==> src/rtl/elevator_link_pkg.sv <==
// elevator_link_pkg: shared frame constants, types and helpers for the elevator serial link (receive decoder and status serializer)
package elevator_link_pkg;
    localparam logic [7:0] HEADER_DEFAULT = 8'hA5;
    localparam int FRAME_LEN = 8;
    localparam int PAYLOAD_LEN = FRAME_LEN - 2;
    localparam int P_HALL_LO = 0;
    localparam int P_HALL_HI = 1;
    localparam int P_CAR1 = 2;
    localparam int P_CAR2 = 3;
    localparam int P_CAR3 = 4;
    localparam int P_CAR_HI = 5;
    localparam logic [7:0] RSV_HALL_HI = 8'hF0;
    localparam logic [7:0] RSV_CAR_HI = 8'hF8;

    typedef enum logic [1:0] {ST_HUNT, ST_PAYLOAD, ST_CSUM} rx_state_t;

    typedef logic [PAYLOAD_LEN-1:0][7:0] payload_t;

    typedef struct packed {
        logic [8:0]  car3;
        logic [8:0]  car2;
        logic [8:0]  car1;
        logic [11:0] hall;
    } buttons_t;

    function automatic buttons_t assemble_buttons(input payload_t p);
        buttons_t b;
        b.hall = {p[P_HALL_HI][3:0], p[P_HALL_LO]};
        b.car1 = {p[P_CAR_HI][0], p[P_CAR1]};
        b.car2 = {p[P_CAR_HI][1], p[P_CAR2]};
        b.car3 = {p[P_CAR_HI][2], p[P_CAR3]};
        return b;
    endfunction

    function automatic logic reserved_clear(input payload_t p);
        return ((p[P_HALL_HI] & RSV_HALL_HI) | (p[P_CAR_HI] & RSV_CAR_HI)) == 8'h00;
    endfunction
endpackage

==> src/rtl/link_timeout_counter.sv <==
// link_timeout_counter: saturating idle counter; clk/reset, restart clears, enable counts, expired flags the last idle cycle
module link_timeout_counter #(
    parameter int CYCLES = 16
) (
    input  logic clk,
    input  logic reset,
    input  logic restart,
    input  logic enable,
    output logic expired
);
    localparam int W = $clog2(CYCLES + 1);
    localparam logic [W-1:0] LAST = W'(CYCLES - 1);
    localparam logic [W-1:0] FULL = W'(CYCLES);

    logic [W-1:0] r_cnt;

    always_ff @(posedge clk) begin
        if (reset || restart) r_cnt <= '0;
        else if (enable && r_cnt != FULL) r_cnt <= r_cnt + 1'b1;
    end

    // a restarting byte in the same cycle rescues the frame
    assign expired = enable && !restart && r_cnt == LAST;
endmodule

==> src/rtl/elevator_button_frame_decoder.sv <==
// elevator_button_frame_decoder: validates 8-byte button frames from the UART and pulses newly pressed buttons
//   in : clk, reset (sync, active-high), rxData/rxValid (received byte), rxFrameErr (stop-bit error)
//   out: newRealFloorButton[11:0], newInternalButton1..3[9:1] (rising-edge pulses), frameOk, frameErr
module elevator_button_frame_decoder
    import elevator_link_pkg::*;
#(
    parameter int         CLKFRQ        = 100000000,
    parameter int         BAUDRATE      = 9600,
    parameter int         TIMEOUT_BYTES = 3,
    parameter logic [7:0] HEADER        = HEADER_DEFAULT
) (
    input  logic        clk,
    input  logic        reset,
    input  logic [7:0]  rxData,
    input  logic        rxValid,
    input  logic        rxFrameErr,
    output logic [11:0] newRealFloorButton,
    output logic [9:1]  newInternalButton1,
    output logic [9:1]  newInternalButton2,
    output logic [9:1]  newInternalButton3,
    output logic        frameOk,
    output logic        frameErr
);
    // 64-bit math: the default product overflows a 32-bit int
    localparam longint TO_L = longint'(TIMEOUT_BYTES) * 10 * longint'(CLKFRQ) / longint'(BAUDRATE);
    localparam int TO_CYC = int'(TO_L);

    rx_state_t r_state, w_next;
    logic [2:0] r_idx;
    logic [7:0] r_acc;
    payload_t   r_pay;
    buttons_t   r_held, r_out, w_asm, w_new;
    logic       w_byte, w_expired, w_abort, w_good, w_pass, w_fail;

    // a byte coinciding with a stop-bit error is discarded
    assign w_byte  = rxValid && !rxFrameErr;
    assign w_abort = r_state != ST_HUNT && (rxFrameErr || w_expired);
    assign w_good  = rxData == r_acc && reserved_clear(r_pay);
    assign w_asm   = assemble_buttons(r_pay);
    assign w_new   = w_asm & ~r_held;

    link_timeout_counter #(.CYCLES(TO_CYC)) u_timeout (
        .clk(clk),
        .reset(reset),
        .restart(w_byte),
        .enable(r_state != ST_HUNT),
        .expired(w_expired)
    );

    always_comb begin
        w_next = r_state;
        w_pass = 1'b0;
        w_fail = 1'b0;
        if (w_abort) begin
            w_next = ST_HUNT;
            w_fail = 1'b1;
        end else if (w_byte) begin
            case (r_state)
                ST_HUNT:    w_next = rxData == HEADER ? ST_PAYLOAD : ST_HUNT;
                ST_PAYLOAD: w_next = r_idx == 3'(PAYLOAD_LEN - 1) ? ST_CSUM : ST_PAYLOAD;
                default: begin
                    w_next = ST_HUNT;
                    w_pass = w_good;
                    w_fail = !w_good;
                end
            endcase
        end
    end

    always_ff @(posedge clk) begin
        if (reset) begin
            r_state  <= ST_HUNT;
            r_idx    <= '0;
            r_acc    <= '0;
            r_pay    <= '0;
            r_held   <= '0;
            r_out    <= '0;
            frameOk  <= 1'b0;
            frameErr <= 1'b0;
        end else begin
            r_state  <= w_next;
            frameOk  <= w_pass;
            frameErr <= w_fail;
            r_out    <= w_pass ? w_new : '0;
            if (w_pass) r_held <= w_asm;
            // HUNT keeps index and checksum cleared so a header starts a fresh frame
            if (r_state == ST_HUNT) begin
                r_idx <= '0;
                r_acc <= '0;
            end else if (r_state == ST_PAYLOAD && w_byte) begin
                r_pay[r_idx] <= rxData;
                r_acc        <= r_acc ^ rxData;
                r_idx        <= r_idx + 3'd1;
            end
        end
    end

    assign newRealFloorButton = r_out.hall;
    assign newInternalButton1 = r_out.car1;
    assign newInternalButton2 = r_out.car2;
    assign newInternalButton3 = r_out.car3;
endmodule

==> config.mk <==
export PLATFORM = sky130hd
export DESIGN_NAME = elevator_button_frame_decoder
export DESIGN_NICKNAME = d
export VERILOG_FILES = /design/src/rtl/elevator_link_pkg.sv /design/src/rtl/link_timeout_counter.sv /design/src/rtl/elevator_button_frame_decoder.sv
export SDC_FILE = /design/constraint.sdc
export NUM_CORES = 1
export LEC_CHECK = 0
export ABC_AREA = 1
export CAP_MARGIN = 0
export CORE_ASPECT_RATIO = 0.9
export CORE_MARGIN = 2
export CORE_UTILIZATION = 45
export DETAILED_ROUTE_END_ITERATION = 16
export GPL_TIMING_DRIVEN = 0
export MAX_ROUTING_LAYER = met4
export PLACE_DENSITY = 0.75
export SYNTH_ARGS = -nofsm -noshare
export SYNTH_HDL_FRONTEND = slang
export SYNTH_HIERARCHICAL = 1
export SYNTH_SLANG_ARGS = --single-unit
==> constraint.sdc <==
create_clock -name clk -period 2.2 [get_ports clk]
set_input_delay 0.44 -clock clk [delete_from_list [all_inputs] [get_ports clk]]
set_output_delay 0.44 -clock clk [all_outputs]
set_load 0.005 [all_outputs]
# Yosys cells after proc, flatten, opt, wreduce, memory -nomap -nowiden

Index checks and enable logic that the tools add are counted.

Mux-type cells: 12
Reduce and logical (&&, ||, !) cells: 21
$add $sub $neg: 2
Order comparisons: 2
Eq/ne operators: 6
Bitwise logic cells: 6

Operators with widths:

| kind                                                              | number |
|---|---|
| bitwise mux 48 bit                                                | 1 |
| bitwise AND 39 bit                                                | 1 |
| inverter 39 bit                                                   | 1 |
| demux 8 bit (select 3 bit)                                        | 1 |
| adder 19 x 1 -> 19 bit, second input constant                     | 1 |
| == test 19 bit, second input constant                             | 1 |
| inequality test 19 bit, second input constant                     | 1 |
| == test 8 bit                                                     | 1 |
| == test 8 bit, second input constant                              | 1 |
| logical AND 1 bit                                                 | 8 |
| logical NOT 8 bit                                                 | 1 |
| 2-to-1 mux 8 bit                                                  | 1 |
| bitwise OR 8 bit                                                  | 1 |
| OR reduction 2 bit                                                | 4 |
| XOR 8 bit                                                         | 1 |
| 2-to-1 mux 1 bit                                                  | 7 |
| less-than comparator 3 x 4 -> 1 bit, second input constant        | 1 |
| case mux 2 bit (2 select lines)                                   | 1 |
| adder 3 x 1 -> 3 bit, second input constant                       | 1 |
| == test 3 bit, second input constant                              | 1 |
| greater-or-equal comparator 3 x 1 -> 1 bit, second input constant | 1 |
| logical NOT 1 bit                                                 | 3 |
| == test 2 x 1 -> 1 bit, second input constant                     | 1 |
| logical NOT 2 bit                                                 | 1 |
| 5 further kinds                                                   | 7 |

Bits of input ports: 12
Output and inout port bits: 41
Bits in registers: 160
Logic and storage cells: 69

# Logic depth before layout (Yosys ltp)

Word-level depth: 10
Gate-level depth with buffers: 11
Depth with buffers taken out: 11

# By module

Netlist, hierarchy kept.

By module, submodules not included:

| module                        | times used | area an instance (sq um) | cells each |
|---|---|---|---|
| elevator_button_frame_decoder | 1          | 4,882.2                  | 569 |
| link_timeout_counter          | 1          | 1,229.9                  | 184 |

# Worst setup path after synthesis

Ideal clock, no wire load.

Path kind: input-to-reg
Start: input port rxFrameErr
End: register r_held[26] (netlist name)
Setup slack: 377 ps
Setup time: 114 ps
Stages: 11
Required time: 2,086 ps
Data arrival time: 1,709 ps
Cells stage by stage: inv_1 nand2_1 inv_2 nor3_1 nand3_1 nor4_1 nor2_2 buf_2 buf_2 nand4_1 nand2_1

Longest elaborated chain between the ends: 8

Ends and longest elaborated chain:

| element                         | line                                | source |
|---|---|---|
| from (decl)                     | elevator_button_frame_decoder.sv:16 | `input logic rxFrameErr,` |
| logical NOT 1 bit               | elevator_button_frame_decoder.sv:36 | `assign w_byte = rxValid && !rxFrameErr;` |
| logical AND 1 bit               | elevator_button_frame_decoder.sv:36 |  |
| named net w_byte                | elevator_button_frame_decoder.sv:33 | `logic w_byte, w_expired, w_abort, w_good, w_pass, w_fail;` |
| logical NOT 1 bit               | link_timeout_counter.sv:23          | `assign expired = enable && !restart && r_cnt == LAST;` |
| logical AND 1 bit (2 in series) | link_timeout_counter.sv:23          |  |
| named net w_expired             | elevator_button_frame_decoder.sv:33 |  |
| logical OR 1 bit                | elevator_button_frame_decoder.sv:37 | `assign w_abort = r_state != ST_HUNT && (rxFrameErr \|\| w_expired);` |
| logical AND 1 bit               | elevator_button_frame_decoder.sv:37 |  |
| 2-to-1 mux 1 bit                | elevator_button_frame_decoder.sv:54 | `if (w_abort) begin` |
| to (signal assigned)            | elevator_button_frame_decoder.sv:85 | `if (w_pass) r_held <= w_asm;` |
| to (decl)                       | elevator_button_frame_decoder.sv:32 | `buttons_t r_held, r_out, w_asm, w_new;` |

The timed path passes the listed nets, and every way through them passes these cells.
A chain may end at the register's enable or synchronous reset.

# Worst setup path in the final report

Start: input port rxData[0]
End: register r_held[1] (netlist name)

Longest elaborated chain between the ends: 5

Ends and longest elaborated chain:

| element           | line                                | source |
|---|---|---|
| from (decl)       | elevator_button_frame_decoder.sv:14 | `input logic [7:0] rxData,` |
| == test 8 bit     | elevator_button_frame_decoder.sv:38 | `assign w_good = rxData == r_acc && reserved_clear(r_pay);` |
| logical AND 1 bit | elevator_button_frame_decoder.sv:38 |  |
| 2-to-1 mux 1 bit  | elevator_button_frame_decoder.sv:58 | `case (r_state)` |
| 2-to-1 mux 1 bit  | elevator_button_frame_decoder.sv:57 | `end else if (w_byte) begin` |
| 2-to-1 mux 1 bit  | elevator_button_frame_decoder.sv:54 |  |

No other way between the ends.

==> flow_summary_export.csv <==
group,metric,value,unit
yosys,ys_ff_latch,160,
place,hpwl,9540,um
cts,cts.sinks,160,
yosys,netlist_area,0.00611,mm^2
yosys,synthCells,753,
power_and_ir_drop,powerDensity,821,mW/mm^2
die,core_area,0.0133,mm^2
cts,clockBufferDepth,2,
setup_path,worst-setup-path-type,"in -> reg",
setup_path,crit_required,2.51,ns
finish,syn_to_final_growth,21.8,%
timing,hold_viol,0,
place,io_buffer_count,49,
die,placementRows,40,
run,max_cap_viol_count,0,
timing,period_share,94.6,%
die,die-area,0.0145,mm^2
drt,drt_iter0_markers,428,
power_and_ir_drop,p_leak,3.11,nW
die,die_h,115,um
yosys,avgSynthCellArea,8.12,um^2
drt,drtPass1Iterations,5,
setup_path,r2r-end,"newInternalButton2[7]",
timing,finClkSkew,0.00733,ns
status,status,"complete, no violations",
setup_path,cp_cell_sequence,"clkdlybuf4s50_1 > inv_1 > nand2_1 > nand3_1 > nor2_1 > nand2_1 > nor2_2 > nand2_1 > buf_2 > nand3_1 > nand2_1",
setup_path,endpoint_kind,"flip-flop",
finish,final_common_cell,"dfxtp_1",
cts,postCtsHoldBufs,0,
hold_path,worstHoldStart,"rxData[7]",
timing,fin_crit,2.08,ns
hold_path,min_path_cells,3,
die,dieWidth,127,um
setup_path,slowest_delay,0.48,ns
grt,grt_max_degree,17,
cts,cts_tree,"done",
place,gp_congestion,0.893,
setup_path,rr_startpoint,"r_state[1]",
grt,antenna_found_initial,0,
yosys,synth_seq_area_share,52.4,%
drt,via_per_inst,5.14,
setup_path,path_max_fanout,10,
cts,htreeDepth,4,
cts,numCtsBuffers,17,
die,initial_utilization,45.9,%
drt,detail_route.wl_per_cell,13.6,um
timing,fmax,480,MHz
timing,slew_headroom,55.5,%
setup_path,cp_data_arrival_time,2.39,ns
die,ios,53,
power_and_ir_drop,total_power,6.11,mW
setup_path,critPathSlowestCell,"clkdlybuf4s50_1",
cts,cts_root_buf,"clkbuf_16",
drt,route.vias.total,5148,
setup_path,r2r_cells,9,
finish,multi_input_area,0.00251,mm^2
finish,layout-drive-gt1-share,11.3,%
yosys,syn_nets,769,
timing,hold_ws,0.317,ns
timing,maxSlewViolCount,0,
cts,clk_latency,0.42,ns
setup_path,cp-start-kind,"input pin",
grt,grt-ovfl-total,0,
finish,final-seq-area,0.00320,mm^2
drt,drt.antenna.violating_nets,0,
timing,setup-violations-final,0,
hold_path,hold_path_class,"in -> reg",
setup_path,critPathMostFrequentCell,"nand2_1",
setup_path,r2r_slack,0.17,ns
grt,grt_pass1_wl,22900,um
finish,num-nets-final,837,
drt,routed_wirelength,13700,um
yosys,synth_cell_types,35,
grt,grt_pass1_vias,4783,
finish,fill_cells,1204,
cts,clkTransAtPathRegs,0.06,ns
drt,post-route-drc-count,0,
yosys,ys_warn_count,6,
timing,rsz0062_at_grt,"true",
grt,grt.total_usage,20.4,%
hold_path,min_to,"r_pay[7]",
finish,final_cell_mix,"160 x dfxtp_1, 126 x nand2_1, 114 x nor2_1",
finish,antenna_cells,0,
timing,worst_pin_slew,0.667,ns
cts,post_cts_buffers,0,
power_and_ir_drop,vdd_drop_max,0.000565,V
## worst max-delay path by stage
stage / startpoint / endpoint / slack, ns
floorplan: rxFrameErr / r_held[26] / 0.38
global placement: rxFrameErr / r_held[28] / -0.49
detailed placement: rxFrameErr / r_held[28] / -0.52
CTS: rxFrameErr / r_held[28] / 0.02
global route: rxFrameErr / r_held[33] / -0.03
finish: rxData[0] / r_held[1] / 0.12
## per-layer routing
| metal | part of all wire (%) | track usage (%) |
|---|---|---|
| met5 | 0 | - |
| met4 | 1.2 | 6.67 |
| met3 | 4.9 | 5.00 |
| met2 | 46 | 31.0 |
| met1 | 48 | 26.8 |
## repair_timing
item | CTS | global route
pin swaps | 0 | 1
setup endpoints to repair | 48 | 51
resized for setup | 1 | 5
## registers in the layout, indices dropped and copies added, names as in the netlist
signal	cells
newInternalButton3	9
r_held	39
frameErr	1
u_timeout/r_cnt	19
newRealFloorButton	12
newInternalButton1	9
r_state	2
r_idx	3
newInternalButton2	9
r_pay	48
frameOk	1
r_acc	8
## cell families (layout without fill, tap and decap cells)
| group | after synthesis | in the layout | synth area share, % |
|---|---|---|---|
| compound gates | 121 | 121 | 10.5 |
| flops | 160 | 160 | 52.4 |
| xor+xnor | 13 | 13 | 1.86 |
| fa+ha+maj | 4 | 4 | 0.819 |
| buf+inv | 87 | 167 | 6.84 |
| simple gates | 368 | 368 | 27.6 |
## synthesized netlist by cell type
master | number | area, um^2
nand3_2 | 2 | 20.0
a21oi_1 | 50 | 250
nor2_4 | 6 | 67.6
ha_1 | 4 | 50.1
nand3_1 | 52 | 260
buf_1 | 8 | 30.0
buf_2 | 12 | 60.1
nand4_1 | 42 | 263
o211ai_1 | 1 | 7.51
nand3b_1 | 2 | 15.0
nand2_2 | 5 | 31.3
dfxtp_1 | 160 | 3200
buf_6 | 5 | 56.3
o21ai_0 | 60 | 300
buf_4 | 6 | 45.0
and2_1 | 1 | 6.26
a211oi_1 | 1 | 7.51
nor4_1 | 2 | 12.5
nor3_1 | 4 | 20.0
a31oi_1 | 1 | 6.26
nor2_2 | 6 | 37.5
o21bai_1 | 1 | 7.51
clkinv_1 | 1 | 3.75
or2_2 | 1 | 6.26
inv_2 | 6 | 22.5
inv_1 | 40 | 150
nand2_4 | 2 | 22.5
xnor2_1 | 6 | 52.6
clkbuf_1 | 8 | 30.0
nor3_2 | 2 | 20.0
xor2_1 | 7 | 61.3
a21oi_2 | 7 | 61.3
nor2_1 | 115 | 432
nand2_1 | 126 | 473
buf_12 | 1 | 20.0
## cell type report
type | count | share of cell area [%]
Buffer | 40 | 3.31
Clock buffer | 22 | 6.37
Clock inverter | 9 | 1.78
Inverter | 47 | 2.37
Multi-Input combinational cell | 506 | 33.7
Sequential cell | 160 | 43.0
Tap cell | 168 | 2.82
Timing Repair Buffer | 49 | 6.59
## report_power, final
group	total, mW	leakage [nW]	switching [mW]	internal (mW)
clock	3.01	0.292	1.15	1.87
sequential	2.91	1.29	0.00564	2.91
combinational	0.183	1.53	0.130	0.0533
## worst max-delay path, delay by kind of cell
family | cells | cell delay, ns
AND/OR/NAND/NOR | 8 | 1.05
buffers and inverters | 3 | 0.90
## metrics by stage
step                setup WS (ns)  instances  instance area [um^2]  setup TNS (ns)  utilization, %
floorplan                   0.377        753                  6110               0               -
global placement           -0.489        970                  6810          -33.52            51.2
detailed placement         -0.516        970                  6810          -35.08            51.2
CTS                        0.0187       1001                  7430               0            55.8
global route              -0.0312       1001                  7440          -0.192            55.9
finish                      0.118       1001                  7440               0            55.9
(Power assumes the default switching activity.)
